<file path="config.mk">
export PLATFORM = sky130hd
export DESIGN_NAME = ql_bus_timing_flat
export DESIGN_NICKNAME = d
export VERILOG_FILES = /design/src/rtl/ql_bus_timing_pkg.sv /design/src/rtl/ql_bus_timing_if.sv /design/src/rtl/ql_bus_timing_reset_stretch.sv /design/src/rtl/ql_bus_timing.sv /design/src/flat_wrapper.sv
export SDC_FILE = /design/constraint.sdc
export NUM_CORES = 1
export LEC_CHECK = 0
export ABC_AREA = 1
export BUFFER_PORTS_ARGS = -buffer_cell sky130_fd_sc_hd__buf_2
export CORE_MARGIN = 1.5
export CORE_UTILIZATION = 55
export DETAILED_ROUTE_END_ITERATION = 12
export PLACE_DENSITY = 0.74
export REMOVE_ABC_BUFFERS = 1
export SYNTH_ARGS = -nofsm -noshare
export SYNTH_HDL_FRONTEND = slang
export SYNTH_SLANG_ARGS = --single-unit
</file>
<file path="constraint.sdc">
create_clock -name clk_sys -period 1.9 [get_ports clk_sys]
set_clock_uncertainty 0.2 [all_clocks]
set_input_delay 0.19 -clock clk_sys [delete_from_list [all_inputs] [get_ports clk_sys]]
set_output_delay 0.19 -clock clk_sys [all_outputs]
set_load 0.01 [all_outputs]
</file>
<file path="src/rtl/ql_bus_timing_pkg.sv">
// ql_timing_pkg: shared types and defaults for the QL bus-timing generator.
// Purpose : speed-select encoding, default geometry constants and a
//           constant-evaluable clog2 used to size the tick and reset
//           counters.
// Ports   : none (package).
package ql_timing_pkg;

  typedef enum logic [1:0] {
    SPD_NORMAL = 2'd0,
    SPD_X2     = 2'd1,
    SPD_X4     = 2'd2,
    SPD_MAX    = 2'd3
  } speed_e;

  localparam int DEF_DIV_W    = 3;
  localparam int DEF_SLOW_SH  = 2;
  localparam int DEF_TICK_DIV = 641;
  localparam int DEF_RST_LEN  = 4095;

  // Bits needed to hold the values 0 .. value-1.
  function automatic int clog2(input int value);
    int width;
    width = 0;
    while ((1 << width) < value) width = width + 1;
    return width;
  endfunction

endpackage

</file>
<file path="src/rtl/ql_bus_timing_if.sv">
// ql_bus_timing_if: bundle of the bus-timing generator's control inputs and
// clock-enable outputs.
// Signals : speed, rst_req (and bus_wait when QL_BUS_WAIT_EN is defined) go
//           into the generator; ce_p, ce_n, ce_vid, ce_sd, ce_tick,
//           duty_cycle, sub_cycle, cpu_cycle, ce_bus_p, ce_bus_n and
//           sys_reset come out of it.
// Modports: master = the timing generator, slave = its consumers.
// Config  : QL_BUS_WAIT_EN adds the bus_wait stall input.
interface ql_bus_timing_if #(
  parameter int SPEED_W = 2
);

  logic [SPEED_W-1:0] speed;
  logic               rst_req;
`ifdef QL_BUS_WAIT_EN
  logic               bus_wait;
`endif
  logic ce_p;
  logic ce_n;
  logic ce_vid;
  logic ce_sd;
  logic ce_tick;
  logic duty_cycle;
  logic sub_cycle;
  logic cpu_cycle;
  logic ce_bus_p;
  logic ce_bus_n;
  logic sys_reset;

`ifdef QL_BUS_WAIT_EN
  modport master (
    input  speed, rst_req, bus_wait,
    output ce_p, ce_n, ce_vid, ce_sd, ce_tick, duty_cycle, sub_cycle,
           cpu_cycle, ce_bus_p, ce_bus_n, sys_reset
  );
  modport slave (
    output speed, rst_req, bus_wait,
    input  ce_p, ce_n, ce_vid, ce_sd, ce_tick, duty_cycle, sub_cycle,
           cpu_cycle, ce_bus_p, ce_bus_n, sys_reset
  );
`else
  modport master (
    input  speed, rst_req,
    output ce_p, ce_n, ce_vid, ce_sd, ce_tick, duty_cycle, sub_cycle,
           cpu_cycle, ce_bus_p, ce_bus_n, sys_reset
  );
  modport slave (
    output speed, rst_req,
    input  ce_p, ce_n, ce_vid, ce_sd, ce_tick, duty_cycle, sub_cycle,
           cpu_cycle, ce_bus_p, ce_bus_n, sys_reset
  );
`endif

endinterface

</file>
<file path="src/rtl/ql_bus_timing_reset_stretch.sv">
// ql_reset_stretch: stretches a reset request into a sys_reset that lasts
// RST_LEN steps after the request drops.
// Ports : clk_sys, reset (async, active-high), rst_req_i (sync request,
//         reloads the count), step_i (one count per pulse), sys_reset_o
//         (registered, high while the count is non-zero).
module ql_reset_stretch
  import ql_timing_pkg::*;
#(
  parameter int RST_LEN = DEF_RST_LEN
) (
  input  logic clk_sys,
  input  logic reset,
  input  logic rst_req_i,
  input  logic step_i,
  output logic sys_reset_o
);

  localparam int            CW   = clog2(RST_LEN + 1);
  localparam logic [CW-1:0] LOAD = CW'(RST_LEN);

  logic [CW-1:0] cnt_q, cnt_d;
  logic          sys_reset_q;

  // A request always reloads, even when a step arrives in the same clock.
  always_comb begin
    cnt_d = cnt_q;
    if (rst_req_i)
      cnt_d = LOAD;
    else if (step_i && (cnt_q != '0))
      cnt_d = cnt_q - CW'(1);
  end

  always_ff @(posedge clk_sys or posedge reset) begin
    if (reset) begin
      cnt_q       <= LOAD;
      sys_reset_q <= 1'b1;
    end else begin
      cnt_q       <= cnt_d;
      sys_reset_q <= (cnt_q != '0);
    end
  end

  assign sys_reset_o = sys_reset_q;

endmodule

</file>
<file path="src/rtl/ql_bus_timing.sv">
// ql_bus_timing: clock-enable and bus-timing generator for the QL core.
// Ports : clk_sys, reset (async, active-high) and a ql_bus_timing_if.master
//         carrying speed/rst_req in and the phase strobes (ce_p, ce_n,
//         ce_vid, ce_sd), low-rate tick, CPU duty/sub gating, the gated
//         bus strobes and the stretched sys_reset out.
// Config: QL_BUS_WAIT_EN adds bus_wait, which freezes the phase divider
//         just before the falling phase to stretch a bus cycle.
module ql_bus_timing
  import ql_timing_pkg::*;
#(
  parameter int DIV_W    = DEF_DIV_W,
  parameter int SLOW_SH  = DEF_SLOW_SH,
  parameter int SPEED_W  = 2,
  parameter int SD_SH    = 2,
  parameter int TICK_DIV = DEF_TICK_DIV,
  parameter int RST_LEN  = DEF_RST_LEN
) (
  input logic             clk_sys,
  input logic             reset,
  ql_bus_timing_if.master bus
);

  localparam int               DW        = DIV_W + SLOW_SH;
  localparam int               TW        = clog2(TICK_DIV);
  localparam logic [DIV_W-1:0] PH_P      = '0;
  localparam logic [DIV_W-1:0] PH_N      = DIV_W'(1 << (DIV_W - 1));
  localparam logic [TW-1:0]    TICK_LAST = TW'(TICK_DIV - 1);

  logic [DW-1:0]      div_q, div_d;
  logic [SD_SH-1:0]   sd_q;
  logic [TW-1:0]      tick_q, tick_d;
  logic               ce_p_q, ce_n_q, ce_vid_q, ce_sd_q, ce_tick_q;
  logic               duty_q, duty_d, sub_q, sub_d;
  logic [SPEED_W-1:0] speed;
  logic [DIV_W-1:0]   phase;
  logic               stall, cpu_cycle, ce_bus_p;

  assign speed = bus.speed;
  assign phase = div_q[DIV_W-1:0];

  // The divider parks on the last phase before ce_n, so both ce_n and the
  // following ce_p slip by exactly the number of waited clocks.
`ifdef QL_BUS_WAIT_EN
  localparam logic [DIV_W-1:0] PH_HOLD = DIV_W'((1 << (DIV_W - 1)) - 1);
  assign stall = bus.bus_wait && (phase == PH_HOLD);
`else
  assign stall = 1'b0;
`endif

  // Slowdown: with `slow` = SLOW_SH - min(speed, SLOW_SH), the CPU owns only
  // the bus periods whose top `slow` divider bits are zero.
  always_comb begin
    int slow;
    div_d  = stall ? div_q : div_q + DW'(1);
    tick_d = (tick_q == TICK_LAST) ? '0 : tick_q + TW'(1);
    slow   = SLOW_SH - ((int'(speed) < SLOW_SH) ? int'(speed) : SLOW_SH);
    duty_d = 1'b1;
    for (int i = 0; i < SLOW_SH; i++)
      if ((i < slow) && div_q[DW-1-i]) duty_d = 1'b0;
    sub_d  = (speed == '0) ? ~sub_q : 1'b1;
  end

  // Gating changes only on bus-period or window boundaries, so a speed
  // change can never chop a ce_bus pulse.
  always_ff @(posedge clk_sys or posedge reset) begin
    if (reset) begin
      div_q     <= '0;
      sd_q      <= '0;
      tick_q    <= '0;
      ce_p_q    <= 1'b0;
      ce_n_q    <= 1'b0;
      ce_vid_q  <= 1'b0;
      ce_sd_q   <= 1'b0;
      ce_tick_q <= 1'b0;
      duty_q    <= 1'b0;
      sub_q     <= 1'b0;
    end else begin
      div_q     <= div_d;
      sd_q      <= sd_q + SD_SH'(1);
      tick_q    <= tick_d;
      ce_p_q    <= (phase == PH_P);
      ce_n_q    <= (phase == PH_N);
      ce_vid_q  <= (phase == PH_P);
      ce_sd_q   <= (sd_q == '0);
      ce_tick_q <= (tick_q == '0);
      if (phase == PH_P) duty_q <= duty_d;
      if (div_q == '0)   sub_q  <= sub_d;
    end
  end

  assign cpu_cycle      = duty_q & sub_q;
  assign ce_bus_p       = cpu_cycle & ce_p_q;
  assign bus.ce_p       = ce_p_q;
  assign bus.ce_n       = ce_n_q;
  assign bus.ce_vid     = ce_vid_q;
  assign bus.ce_sd      = ce_sd_q;
  assign bus.ce_tick    = ce_tick_q;
  assign bus.duty_cycle = duty_q;
  assign bus.sub_cycle  = sub_q;
  assign bus.cpu_cycle  = cpu_cycle;
  assign bus.ce_bus_p   = ce_bus_p;
  assign bus.ce_bus_n   = cpu_cycle & ce_n_q;

  ql_reset_stretch #(
    .RST_LEN (RST_LEN)
  ) u_reset_stretch (
    .clk_sys     (clk_sys),
    .reset       (reset),
    .rst_req_i   (bus.rst_req),
    .step_i      (ce_bus_p),
    .sys_reset_o (bus.sys_reset)
  );

endmodule
</file>
<file path="src/flat_wrapper.sv">
// flat-port wrapper written by rule: the top's interface ports become plain ports
module ql_bus_timing_flat import ql_timing_pkg::*;
#(
  parameter int DIV_W    = DEF_DIV_W,
  parameter int SLOW_SH  = DEF_SLOW_SH,
  parameter int SPEED_W  = 2,
  parameter int SD_SH    = 2,
  parameter int TICK_DIV = DEF_TICK_DIV,
  parameter int RST_LEN  = DEF_RST_LEN
)
  (clk_sys, reset, bus_speed, bus_rst_req, bus_ce_p, bus_ce_n, bus_ce_vid, bus_ce_sd, bus_ce_tick, bus_duty_cycle, bus_sub_cycle, bus_cpu_cycle, bus_ce_bus_p, bus_ce_bus_n, bus_sys_reset);
  ql_bus_timing_if #(.SPEED_W(SPEED_W)) bus_i ();
  input logic clk_sys;
  input logic reset;
  input wire logic [$bits(bus_i.speed)-1:0] bus_speed;
  input wire logic [$bits(bus_i.rst_req)-1:0] bus_rst_req;
  output wire logic [$bits(bus_i.ce_p)-1:0] bus_ce_p;
  output wire logic [$bits(bus_i.ce_n)-1:0] bus_ce_n;
  output wire logic [$bits(bus_i.ce_vid)-1:0] bus_ce_vid;
  output wire logic [$bits(bus_i.ce_sd)-1:0] bus_ce_sd;
  output wire logic [$bits(bus_i.ce_tick)-1:0] bus_ce_tick;
  output wire logic [$bits(bus_i.duty_cycle)-1:0] bus_duty_cycle;
  output wire logic [$bits(bus_i.sub_cycle)-1:0] bus_sub_cycle;
  output wire logic [$bits(bus_i.cpu_cycle)-1:0] bus_cpu_cycle;
  output wire logic [$bits(bus_i.ce_bus_p)-1:0] bus_ce_bus_p;
  output wire logic [$bits(bus_i.ce_bus_n)-1:0] bus_ce_bus_n;
  output wire logic [$bits(bus_i.sys_reset)-1:0] bus_sys_reset;
  assign bus_i.speed = bus_speed;
  assign bus_i.rst_req = bus_rst_req;
  assign bus_ce_p = bus_i.ce_p;
  assign bus_ce_n = bus_i.ce_n;
  assign bus_ce_vid = bus_i.ce_vid;
  assign bus_ce_sd = bus_i.ce_sd;
  assign bus_ce_tick = bus_i.ce_tick;
  assign bus_duty_cycle = bus_i.duty_cycle;
  assign bus_sub_cycle = bus_i.sub_cycle;
  assign bus_cpu_cycle = bus_i.cpu_cycle;
  assign bus_ce_bus_p = bus_i.ce_bus_p;
  assign bus_ce_bus_n = bus_i.ce_bus_n;
  assign bus_sys_reset = bus_i.sys_reset;
  ql_bus_timing #(.DIV_W(DIV_W), .SLOW_SH(SLOW_SH), .SPEED_W(SPEED_W), .SD_SH(SD_SH), .TICK_DIV(TICK_DIV), .RST_LEN(RST_LEN)) u_core (.clk_sys(clk_sys), .reset(reset), .bus(bus_i));
endmodule
</file>
## Word level (Yosys, flattened, before mapping)

Cells that the tools add are included.

| word-level totals | value |
|---|---|
| bits in registers | 36 |
| input port bits | 5 |
| output and inout bits | 11 |
| word-level logic and storage cells | 42 |

| operators by class | value |
|---|---|
| add/sub/neg operators | 5 |
| order comparisons | 3 |
| equal/unequal tests | 2 |
| muxes and demuxes | 7 |
| bitwise operators | 4 |
| reductions and logical operators | 10 |

Operator list:

| kind | number |
|---|---|
| $lt 1x32->1 const A | 1 |
| $lt 2x32->1 const A | 1 |
| $sub 3x32->32 const A | 1 |
| $mux 12 | 2 |
| $reduce_bool 12->1 | 1 |
| $sub 12x1->12 const B | 1 |
| $add 10x1->10 const B | 1 |
| $eq 10x10->1 const B | 1 |
| $logic_not 10->1 | 1 |
| $mux 10 | 1 |
| $add 5x1->5 const B | 1 |
| $logic_not 5->1 | 1 |
| $logic_not 2->1 | 2 |
| $and 1x1->1 | 3 |
| $eq 3x3->1 const B | 1 |
| $logic_and 1x1->1 | 3 |
| $logic_not 3->1 | 1 |
| $mux 1 | 3 |
| $add 2x1->2 const B | 1 |
| $lt 2x2->1 const B | 1 |
| $mux 2 | 1 |
| $reduce_bool 2->1 | 1 |
| $not 1->1 | 1 |

## Longest topological paths before layout

| depth | value |
|---|---|
| depth after elaboration | 7 |
| gate-level depth with buffers | 10 |
| gate-level depth less buffers | 9 |

## Modules after synthesis

Synthesis repeated with hierarchy kept, for this count alone.

| unflattened totals | value |
|---|---|
| cells, all modules | 239 |
| area, all modules | 1945.6 sq um |

By module, submodules not included:

| module | instances | cells each | area an instance (sq um) | sequential area each (sq um) |
|---|---|---|---|---|
| ql_bus_timing | 1 | 116 | 1061.0 | 575.6 |
| ql_reset_stretch | 1 | 123 | 884.6 | 341.6 |

## Worst setup path before layout

OpenSTA, ideal clock, no wires.

| timing path | value |
|---|---|
| path kind | reg2reg |
| start | register u_core.u_reset_stretch.cnt_q[0] |
| end | register u_core.u_reset_stretch.cnt_q[0] |
| setup time | 94 ps |
| data arrival time | 1279 ps |
| required time | 1606 ps |
| path slack | 327 ps |
| cell stages (with the launch flop) | 10 |
| path buffers | 1 |
| cell sequence | dfstp_2 inv_1 ha_1 nand2_2 nor2_2 nand3_2 nand2_4 buf_6 nand2_1 nand3_1 |

| on the way | value |
|---|---|
| cells in the longest elaborated chain, start to end | 3 |
| elaborated cells between the ends (all ways) | 6 |
| classes of those cells | add/sub: 1; mux: 2; reduce/logical: 3 |

Ends and longest elaborated chain:

| item | line | source |
|---|---|---|
| from (decl) | ql_bus_timing_reset_stretch.sv:21 | `logic [CW-1:0] cnt_q, cnt_d;` |
| from (signal assigned) | ql_bus_timing_reset_stretch.sv:38 | `cnt_q <= cnt_d;` |
| $sub 12x1->12 or $reduce_bool 12->1 (tied branches) | ql_bus_timing_reset_stretch.sv:30, ql_bus_timing_reset_stretch.sv:29 |  |
| $mux 12 or $logic_and 1x1->1 (tied branches) | ql_bus_timing_reset_stretch.sv:29 | `else if (step_i && (cnt_q != '0))` |
| $mux 12 or $reduce_bool 2->1 (tied branches) | n/a |  |

Several ways; a longest one is shown, not always the timed one. The select of a mux whose other input is x is not followed.
A chain may end at the register's enable or synchronous reset.

## Worst setup path in the final report

| timing path | value |
|---|---|
| start | register u_core.u_reset_stretch.cnt_q[0] |
| end | register u_core.u_reset_stretch.cnt_q[3] |

The elaborated chain is that of the path after synthesis.

==> key figures <==
Outcome
  – Status: finished clean

Synthesis
  – Area contributors post-synth: dfrtp_1 (30%), dfstp_2 (18%), nand2_1 (10%)
  – Area leader, netlist: dfrtp_1
  – Synth Instances: 236
  – Mapped cell area: 0.00192 mm^2
  – Area share of the largest cell type after synthesis: 29.9%
  – Synth unique cells: 25
  – Post-synthesis register bit count: 36
  – Ys Warns: 0
  – Mapped Avg Cell Area: 8.15 um^2
  – Sequential cell area fraction in the yosys report: 47.7%

Floorplanning
  – Initial Util: 57.7%
  – Core Area: 0.00334 mm^2
  – Die Y: 62.2 um
  – Die Wd: 62.2 um
  – Die Area: 0.00386 mm^2
  – Std cell rows: 21
  – Boundary pin count: 16

Global routing
  – Antenna violations before repair: 0
  – Vias in the first global route: 1,371
  – GR Util All Layers: 19.5%
  – First-pass GRT wire length: 5.95 mm
  – Remaining global-route overflow: 0
  – Largest net degree at the start of global routing: 37

Final layout
  – Fillers: 310
  – P&R area growth vs syn: 10.1%
  – Flip-flop and latch area: 917 um^2
  – Diode count: 0
  – Multi-input logic area: 812 um^2
  – Share of post-route cells with drive strength above 1: 19.3%
  – Final Net Count: 270

Clocking
  – Post-CTS Resized: 0
  – H-tree depth: 2
  – Setup repair bufs after CTS: 0
  – Clock latency on the worst-skew pair: 0.34 ns
  – Clk slew on worst S/H paths: 0.11 ns
  – # hold bufs at CTS: 3
  – Root Driver: clkbuf_4
  – Clock Sinks: 36
  – TritonCTS Buffers: 5
  – TritonCTS clock tree: built
  – Clock Tree Buf Depth: 2

Routing
  – DRC Markers: 0
  – DRT Pass-1 Iters: 4
  – Wirelength per Cell: 10.6 um
  – Routed via count: 1,460
  – Drt total wl: 3.24 mm
  – Via density per instance: 4.79
  – Final antenna-violating net count: 0
  – DR iter-0 viols: 56

STA
  – Fmax: 585 MHz
  – Setup violations, final: 0
  – Final setup margin: 0.190 ns
  – Max_slew headroom: 68.2%
  – Tcrit/Tclk final: 90.0%
  – Total Neg Setup Slack: 0 ns
  – Fin. Hold Viols: 0
  – Tightest Pin Transition: 0.474 ns
  – Fin crit period: 1.71 ns
  – RSZ-0062 raised after global routing: false
  – Max Transition Viols Final: 0

Critical path
  – Worst Path Arrival: 1.79 ns
  – Setup crit end kind: flop
  – Worst Setup Start Kind: flop
  – Setup CP Type: flop to flop
  – Crit Path Max Fanout: 13
  – Required @ worst endpoint: 1.98 ns

Place
  – Port bufs: 15
  – Placer congestion estimate: 0.862
  – Worst slack, placed: 0.215 ns
  – Dpl hpwl: 2.29 mm

Pwr
  – Peak VDD IR: 0.000508 V
  – Lkg Pwr: 1.09 nW
  – PwrDens: 672 mW/mm^2

Worst hold path
  – Worst hold path type: primary input to flop

Flow run
  – Maxcap violations: 0
synth_stat cells, drive strengths merged:
cell type  instances
nand2             56
inv               40
nand3             33
nor2              24
dfrtp             23
dfstp             13
o21ai              8
ha                 7
xor2               6
nor3               5
buf                4
a21oi              3
nand4              3
nor4               3
or2                3
nand3b             2
clkbuf             1
nor3b              1
o21bai             1
cells by family (layout without fill, tap and decap cells):
group | after synthesis | after routing | share of synthesized area, %
simple gates | 130 | 130 | 31.7
compound gates | 12 | 12 | 3.25
buf+inv | 45 | 68 | 10.1
xor+xnor | 6 | 6 | 2.73
flops | 36 | 36 | 47.7
fa+ha+maj | 7 | 7 | 4.55
per-layer routing:
layer | wire [um] | global-route usage (%)
met5 | 0 | 0
met4 | 48 | 8.33
met3 | 69 | 4.89
met2 | 1650 | 33.7
met1 | 1480 | 23.2
state kept, by name, indices dropped and copies added, names as in the netlist:
signal	count
u_core.u_reset_stretch.cnt_q	12
u_core.bus.duty_cycle	1
u_core.sd_q	2
u_core.u_reset_stretch.sys_reset_o	1
u_core.bus.ce_tick	1
u_core.bus.ce_sd	1
u_core.bus.ce_n	1
u_core.tick_q	10
u_core.bus.sub_cycle	1
u_core.div_q	5
u_core.bus.ce_p	1
power by group:
group          leakage [nW]  total (mW)  switching, mW  internal, mW
combinational         0.640       0.145         0.0909        0.0537
clock                0.0380       0.431          0.255         0.176
sequential            0.415       0.849         0.0350         0.814
total                  1.09        1.42          0.380          1.04
critical path, stage by stage, from the launching register on:
cell	delay, ns
dfstp_2	0.54
inv_1	0.08
ha_1	0.23
nand2_2	0.08
nor2_2	0.04
nand3_2	0.08
nand2_4	0.12
nand2_4	0.16
nand2_1	0.06
nand2_1	0.06
placed cells by master, fill, tap and decap left out, types with 6 or more instances in the layout:
master | synthesis | final
dfstp_2 | 13 | 13
buf_2 | 0 | 15
inv_1 | 40 | 40
nand3_1 | 32 | 32
nand2_1 | 52 | 52
ha_1 | 7 | 7
o21ai_0 | 8 | 8
dfrtp_1 | 23 | 23
nor2_1 | 20 | 20
xor2_1 | 6 | 6
cell type report:
cell class,instances,share of cell area (%)
clock buffers,6,2.42
repair buffers,20,5.67
inverters,40,7.09
well taps,46,2.72
multi-input cells,155,38.3
flip-flops and latches,36,43.3
clock inverters,2,0.473
worst paths after layout:
kind	startpoint	endpoint	slack (ns)	cells after the start
max in group asynchronous	reset	u_core.u_reset_stretch.cnt_q[3]	0.85	4
max	u_core.u_reset_stretch.cnt_q[0]	u_core.u_reset_stretch.cnt_q[3]	0.19	9
min reg2reg	u_core.sd_q[0]	u_core.sd_q[0]	0.22	1
max reg2reg	u_core.u_reset_stretch.cnt_q[0]	u_core.u_reset_stretch.cnt_q[3]	0.19	9
min	bus_rst_req	u_core.u_reset_stretch.cnt_q[0]	0.09	4
min in group asynchronous	reset	u_core.bus.ce_n	0.30	4
through the flow:
stage | utilization [%] | total power [mW] | area [um^2] | cells | hold WS [ns]
3_5_place_dp | 60.7 | 1.00 | 2030 | 294 | 0.113
2_1_floorplan | - | 0.962 | 1880 | 231 | 0.147
6_report | 63.5 | 1.42 | 2120 | 305 | 0.0910
3_3_place_gp | 60.7 | 1.00 | 2030 | 294 | 0.109
4_1_cts | 63.5 | 1.44 | 2120 | 305 | 0.0790
5_1_grt | 63.5 | 1.51 | 2120 | 305 | 0.0981
No activity file was read; power rests on OpenSTA's default activity.
